[src/rtl/life_game_stepper.sv]
// Generation-tick generator: single-clock prescaler, selectable rate, run/pause/single-step,
// clear, generation counter and a one-slot pending tick with sticky overrun flag.
module life_game_stepper #(
   parameter int PRESCALE_CYCLES = 12_500_000,
   parameter int RATE_COUNT      = 4,
   parameter int RATE_WIDTH      = 2,
   parameter int GEN_WIDTH       = 16
) (
   input  logic                  clock,
   input  logic                  reset,
   input  logic                  run,
   input  logic                  step_request,
   input  logic [RATE_WIDTH-1:0] rate_select,
   input  logic                  clear,
   input  logic                  engine_busy,
   output logic                  step_tick,
   output logic                  clear_tick,
   output logic [GEN_WIDTH-1:0]  generation,
   output logic                  overrun,
   output logic                  base_tick
);

   localparam int PRE_W = $clog2(PRESCALE_CYCLES);
   localparam int RC_W  = (RATE_COUNT > 1) ? RATE_COUNT - 1 : 1;
   localparam logic [PRE_W-1:0]      PRE_LAST = PRE_W'(PRESCALE_CYCLES - 1);
   localparam logic [RATE_WIDTH-1:0] SEL_MAX  = RATE_WIDTH'(RATE_COUNT - 1);

   function automatic logic [RATE_WIDTH-1:0] clamp_sel(input logic [RATE_WIDTH-1:0] s);
      return (s > SEL_MAX) ? SEL_MAX : s;
   endfunction

   // Terminal count of the rate counter: 2^sel - 1 base periods.
   function automatic logic [RC_W-1:0] rate_limit(input logic [RATE_WIDTH-1:0] s);
      logic [RC_W:0] one_hot;
      one_hot = (RC_W + 1)'(1) << s;
      return RC_W'(one_hot - (RC_W + 1)'(1));
   endfunction

   logic [PRE_W-1:0]      pre_cnt;
   logic [RC_W-1:0]       rate_cnt;
   logic [RC_W-1:0]       limit;
   logic [RATE_WIDTH-1:0] rate_select_p1;
   logic                  step_request_p1;
   logic                  clear_p1;
   logic                  pending;

   logic rate_changed;
   logic rate_hit;
   logic step_edge;
   logic raw_tick;
   logic issue;

   // Stage 0: raw tick sources and issue decision from registered state
   always_comb begin
      limit        = rate_limit(clamp_sel(rate_select));
      rate_changed = (rate_select != rate_select_p1);
      rate_hit     = base_tick && !rate_changed && (rate_cnt >= limit);
      step_edge    = step_request && !step_request_p1;
      raw_tick     = run ? rate_hit : step_edge;
      issue        = (pending || raw_tick) && !engine_busy && !step_tick;
   end

   // Stage 1: registered outputs and counters
   always_ff @(posedge clock) begin
      if (reset) begin
         pre_cnt         <= '0;
         rate_cnt        <= '0;
         rate_select_p1  <= '0;
         step_request_p1 <= 1'b0;
         clear_p1        <= 1'b0;
         pending         <= 1'b0;
         step_tick       <= 1'b0;
         clear_tick      <= 1'b0;
         generation      <= '0;
         overrun         <= 1'b0;
         base_tick       <= 1'b0;
      end else begin
         rate_select_p1  <= rate_select;
         step_request_p1 <= step_request;
         clear_p1        <= clear;
         clear_tick      <= clear && !clear_p1;

         if (pre_cnt == PRE_LAST) begin
            pre_cnt   <= '0;
            base_tick <= 1'b1;
         end else begin
            pre_cnt   <= pre_cnt + 1'b1;
            base_tick <= 1'b0;
         end

         if (clear || rate_changed) begin
            rate_cnt <= '0;
         end else if (base_tick) begin
            rate_cnt <= (rate_cnt >= limit) ? '0 : rate_cnt + 1'b1;
         end

         // Clear overrides any tick arriving or issuing in the same cycle.
         if (clear) begin
            step_tick  <= 1'b0;
            pending    <= 1'b0;
            generation <= '0;
            overrun    <= 1'b0;
         end else begin
            step_tick <= issue;
            if (issue) begin
               generation <= generation + 1'b1;
               pending    <= 1'b0;
            end else if (raw_tick) begin
               pending    <= 1'b1;
            end
            if (raw_tick && pending) begin
               overrun <= 1'b1;
            end
         end
      end
   end

endmodule
[config.mk]
export PLATFORM = sky130hd
export DESIGN_NAME = life_game_stepper
export DESIGN_NICKNAME = d
export VERILOG_FILES = /design/src/rtl/life_game_stepper.sv
export SDC_FILE = /design/constraint.sdc
export NUM_CORES = 1
export LEC_CHECK = 0
export CORE_MARGIN = 2
export CORE_UTILIZATION = 60
export CTS_CLUSTER_DIAMETER = 80
export DETAILED_ROUTE_END_ITERATION = 7
export DONT_BUFFER_PORTS = 1
export HOLD_SLACK_MARGIN = 0.06
export PLACE_DENSITY = 0.73
export SYNTH_ARGS = -nofsm -noshare
export SYNTH_HDL_FRONTEND = slang
export SYNTH_SLANG_ARGS = --single-unit
[constraint.sdc]
create_clock -name clock -period 3.7 [get_ports clock]
set_input_delay 0.185 -clock clock [delete_from_list [all_inputs] [get_ports clock]]
set_output_delay 0.185 -clock clock [all_outputs]
set_load 0.005 [all_outputs]
==> metrics.txt <==
# TYPE chip_impl_metric gauge
chip_impl_metric{name="chipHeight",unit="um"} 66.4
chip_impl_metric{name="timing_max_transition_violations_final",unit=""} 0
chip_impl_metric{name="asyncSetResetFlopFracSynth",unit="%"} 0
chip_impl_metric{name="report.final.hold_viol_count",unit=""} 0
chip_impl_metric{name="unique_masters_post_synth",unit=""} 37
chip_impl_info{name="timing.rr.start",value="rate_cnt[0]"} 1
chip_impl_info{name="critPathKind",value="reg2reg"} 1
chip_impl_metric{name="timing.critical_path.required",unit="ns"} 3.94
chip_impl_metric{name="clockBufferDepth",unit=""} 2
chip_impl_metric{name="drv_cap",unit=""} 0
chip_impl_metric{name="number_of_buffers_inserted_to_repair_setup_after_cts",unit=""} 0
chip_impl_metric{name="portBuffers",unit=""} 0
chip_impl_metric{name="slew-limit-headroom",unit="%"} 25.6
chip_impl_metric{name="peakVddDrop",unit="uV"} 324
chip_impl_metric{name="drive_above_1_share",unit="%"} 5.47
chip_impl_metric{name="worstMarginPinSlew",unit="ns"} 1.12
chip_impl_metric{name="setup_tns",unit="ns"} 0
chip_impl_metric{name="detail_route.first_pass.iterations",unit=""} 6
chip_impl_metric{name="worst-r2r-cell-count",unit=""} 7
chip_impl_metric{name="pin_count_of_the_biggest_net_entering_global_routing",unit=""} 33
chip_impl_metric{name="path_max_fanout",unit=""} 32
chip_impl_metric{name="gr-usage-all-layers",unit="%"} 21.5
chip_impl_metric{name="share_of_the_yosys_chip_area_belonging_to_registers",unit="%"} 44.5
chip_impl_metric{name="grt-ovfl-total",unit=""} 0
chip_impl_metric{name="start_util",unit="%"} 62.9
chip_impl_metric{name="worst_clock_skew",unit="ns"} 0.00705
chip_impl_metric{name="routed_wl",unit="mm"} 4.30
chip_impl_metric{name="netlist_area",unit="um2"} 2340
chip_impl_metric{name="grt_pass1_wl",unit="mm"} 7.17
chip_impl_metric{name="floorplan.core_area",unit="um2"} 3720
chip_impl_metric{name="clock.fmax",unit="MHz"} 402
chip_impl_metric{name="via_per_inst",unit=""} 5.58
chip_impl_metric{name="dp_hpwl",unit="mm"} 2.82
chip_impl_metric{name="worstPathArrival",unit="ns"} 2.73
chip_impl_metric{name="final_antenna_net_count",unit=""} 0
chip_impl_metric{name="wire_per_inst",unit="um"} 13.3
chip_impl_info{name="start_kind",value="flip-flop"} 1
chip_impl_metric{name="cts-buffers-inserted",unit=""} 5
chip_impl_info{name="min-delay-path-class",value="in2reg"} 1
chip_impl_metric{name="synth-seq-cells",unit=""} 52
chip_impl_metric{name="drcViolationCount",unit=""} 0
chip_impl_metric{name="synth_warnings",unit=""} 0
chip_impl_metric{name="boundaryPins",unit=""} 28
chip_impl_metric{name="dr_iter_0_viols",unit=""} 115
chip_impl_metric{name="netlist_instances",unit=""} 273
chip_impl_metric{name="antennaDiodeCount",unit=""} 0
chip_impl_metric{name="grt_pass1_vias",unit=""} 1634
chip_impl_metric{name="nNetsFinal",unit=""} 288
chip_impl_metric{name="synth_top_cell_area_share",unit="%"} 44.5
chip_impl_metric{name="cpPeakStageDelay",unit="ns"} 0.69
chip_impl_metric{name="cellPowerDensity",unit="nW/um2"} 382
chip_impl_info{name="cts_tree",value="built"} 1
chip_impl_metric{name="fillCellCount",unit=""} 321
chip_impl_metric{name="num_vias",unit=""} 1796
chip_impl_info{name="worstPathCellList",value="inv_1, ha_1, nor2b_1, o21ai_2, a41oi_2, or4_1, a21oi_1"} 1
chip_impl_metric{name="pre_cts_ws",unit="ns"} 1.22
chip_impl_metric{name="routabilityCongestion",unit=""} 0.779
chip_impl_metric{name="setup-violations-final",unit=""} 0
chip_impl_info{name="library_cell_contributing_the_largest_single_delay_on_the_critical_path",value="or4_1"} 1
chip_impl_info{name="layout_commonest_cell",value="dfxtp_1"} 1
chip_impl_info{name="crit-reg2reg-capture",value="generation[5]"} 1
chip_impl_metric{name="fin_crit",unit="ns"} 2.49
chip_impl_metric{name="syn2layout_area_growth",unit="%"} 6.64
chip_impl_metric{name="clock_sinks",unit=""} 52
chip_impl_info{name="yosys-top-cells-area",value="dfxtp_1, xor2_1, nor2_1"} 1
chip_impl_metric{name="regToRegSetupSlack",unit="ns"} 1.21
chip_impl_metric{name="clock_tree.htree_level_count",unit=""} 2
chip_impl_metric{name="count_of_flip_flops_with_a_built_in_enable_after_synthesis",unit=""} 0
chip_impl_info{name="status",value="finished clean"} 1
chip_impl_metric{name="clkTransAtPathRegs",unit="ns"} 0.09
chip_impl_metric{name="core.rowCount",unit=""} 22
chip_impl_metric{name="final_worst_setup_slack",unit="ns"} 1.21
chip_impl_metric{name="postSynthAreaPerCell",unit="um2"} 8.56
chip_impl_info{name="synth_largest_area_cell",value="dfxtp_1"} 1
chip_impl_metric{name="dieArea",unit="um2"} 4410
chip_impl_info{name="clk_root_buffer_cell",value="clkbuf_8"} 1
chip_impl_metric{name="period_share",unit="%"} 67.2
chip_impl_info{name="leading_cell_types_in_the_layout_fill_and_taps_excluded",value="dfxtp_1, nor2_1, xor2_1, nand3_1, nand2_1"} 1
chip_impl_metric{name="die_x",unit="um"} 66.4
chip_impl_info{name="worst_setup_path_end_kind",value="flip-flop"} 1
chip_impl_info{name="holdPathEnd",value="pending"} 1
chip_impl_info{name="timing.hold.worst.start",value="clear"} 1
chip_impl_metric{name="hold_depth",unit=""} 2
chip_impl_metric{name="leak",unit="nW"} 0.870
chip_impl_metric{name="grt_antenna_before_repair",unit=""} 0
chip_impl_info{name="ys_dominant_reg_cell",value="dfxtp_1"} 1
chip_impl_metric{name="synth.net_count",unit=""} 287
chip_impl_metric{name="clock_insertion_delay_worst_skew",unit="ns"} 0.30
chip_impl_info{name="rsz0062_at_grt",value="false"} 1
worst max-delay path by stage:
stage,startpoint,endpoint,depth (start not counted)
final,rate_cnt[0],generation[5],7
after global routing,rate_cnt[0],generation[5],7
after CTS,rate_cnt[0],generation[5],7
after detailed placement,rate_select[1],generation[5],7
after global placement,rate_select[1],generation[5],7
after floorplan,rate_select[1],generation[1],9
layout make-up:
cell class	count	area, um2	share of cell area (%)
tap	48	60.1	2.41
timing repair buffer	5	50.0	2.01
multi-input combinational	201	1210	48.6
sequential	52	1040	41.8
clock buffer	7	96.3	3.87
inverter	9	33.8	1.36
synthesized netlist by cell type (2+ instances only):
| cell | n |
|---|---|
| a21oi_1 | 16 |
| and3_1 | 8 |
| and4_1 | 3 |
| buf_2 | 4 |
| clkbuf_1 | 5 |
| dfxtp_1 | 52 |
| ha_1 | 6 |
| inv_1 | 9 |
| nand2_1 | 18 |
| nand3_1 | 19 |
| nand4_1 | 9 |
| nand4b_1 | 2 |
| nor2_1 | 39 |
| nor2b_1 | 6 |
| nor3_1 | 3 |
| nor4_1 | 2 |
| o21ai_0 | 13 |
| or2_2 | 3 |
| or3_1 | 13 |
| xnor2_1 | 8 |
| xor2_1 | 19 |
critical path: cells and delay by family, from the launching register on:
family / cells / cell delay [ns]
fa+ha+maj: 1 / 0.27
simple gates: 2 / 0.74
compound gates: 3 / 0.95
buf+inv: 1 / 0.06
flops: 1 / 0.38
registers in the layout (all words and copies together) (netlist names):
register and cells:
rate_cnt 3, generation 16, step_request_p1 1, step_tick 1, pre_cnt 24, clear_p1 1
pending 1, rate_select_p1 2, base_tick 1, overrun 1, clear_tick 1
report_power, final:
part           internal [mW]  leakage, nW  switching [mW]
sequential             0.566        0.421         0.00493
clock                  0.167       0.0503           0.177
combinational         0.0151        0.399          0.0234
total                  0.748        0.870           0.205
what timing repair did:
item	in CTS	in global routing
endpoints found under the hold margin	7	0
hold buffers	5	0
resized for setup	0	0
metrics by stage:
stage / area, um2 / total power [mW] / hold WS (ns) / utilization (%) / std cells
after CTS: 2490 / 0.964 / 0.0612 / 67.1 / 322
after detailed placement: 2350 / 0.617 / 0.258 / 63.1 / 310
after global placement: 2350 / 0.617 / 0.253 / 63.1 / 310
after global routing: 2490 / 0.994 / 0.0637 / 67.1 / 322
final: 2490 / 0.953 / 0.0705 / 67.1 / 322
after floorplan: 2340 / 0.613 / 0.252 / - / 273
layer usage:
layer	wire, um	GRT usage [%]	up-vias
met1	2010	25.5	825
met2	2070	37.0	25
met4	68	8.42	0
met5	0	0	-
li1	-	-	941
met3	153	5.62	5
cells by family after synthesis:
| logic type | after synthesis | share of synthesized area (%) |
|---|---|---|
| compound gates | 36 | 8.99 |
| xor+xnor | 27 | 10.1 |
| fa+ha+maj | 6 | 3.21 |
| buf+inv | 20 | 3.64 |
| flops | 52 | 44.5 |
| mux | 1 | 0.428 |
| simple gates | 131 | 29.1 |
No activity file was read; power rests on OpenSTA's default activity.
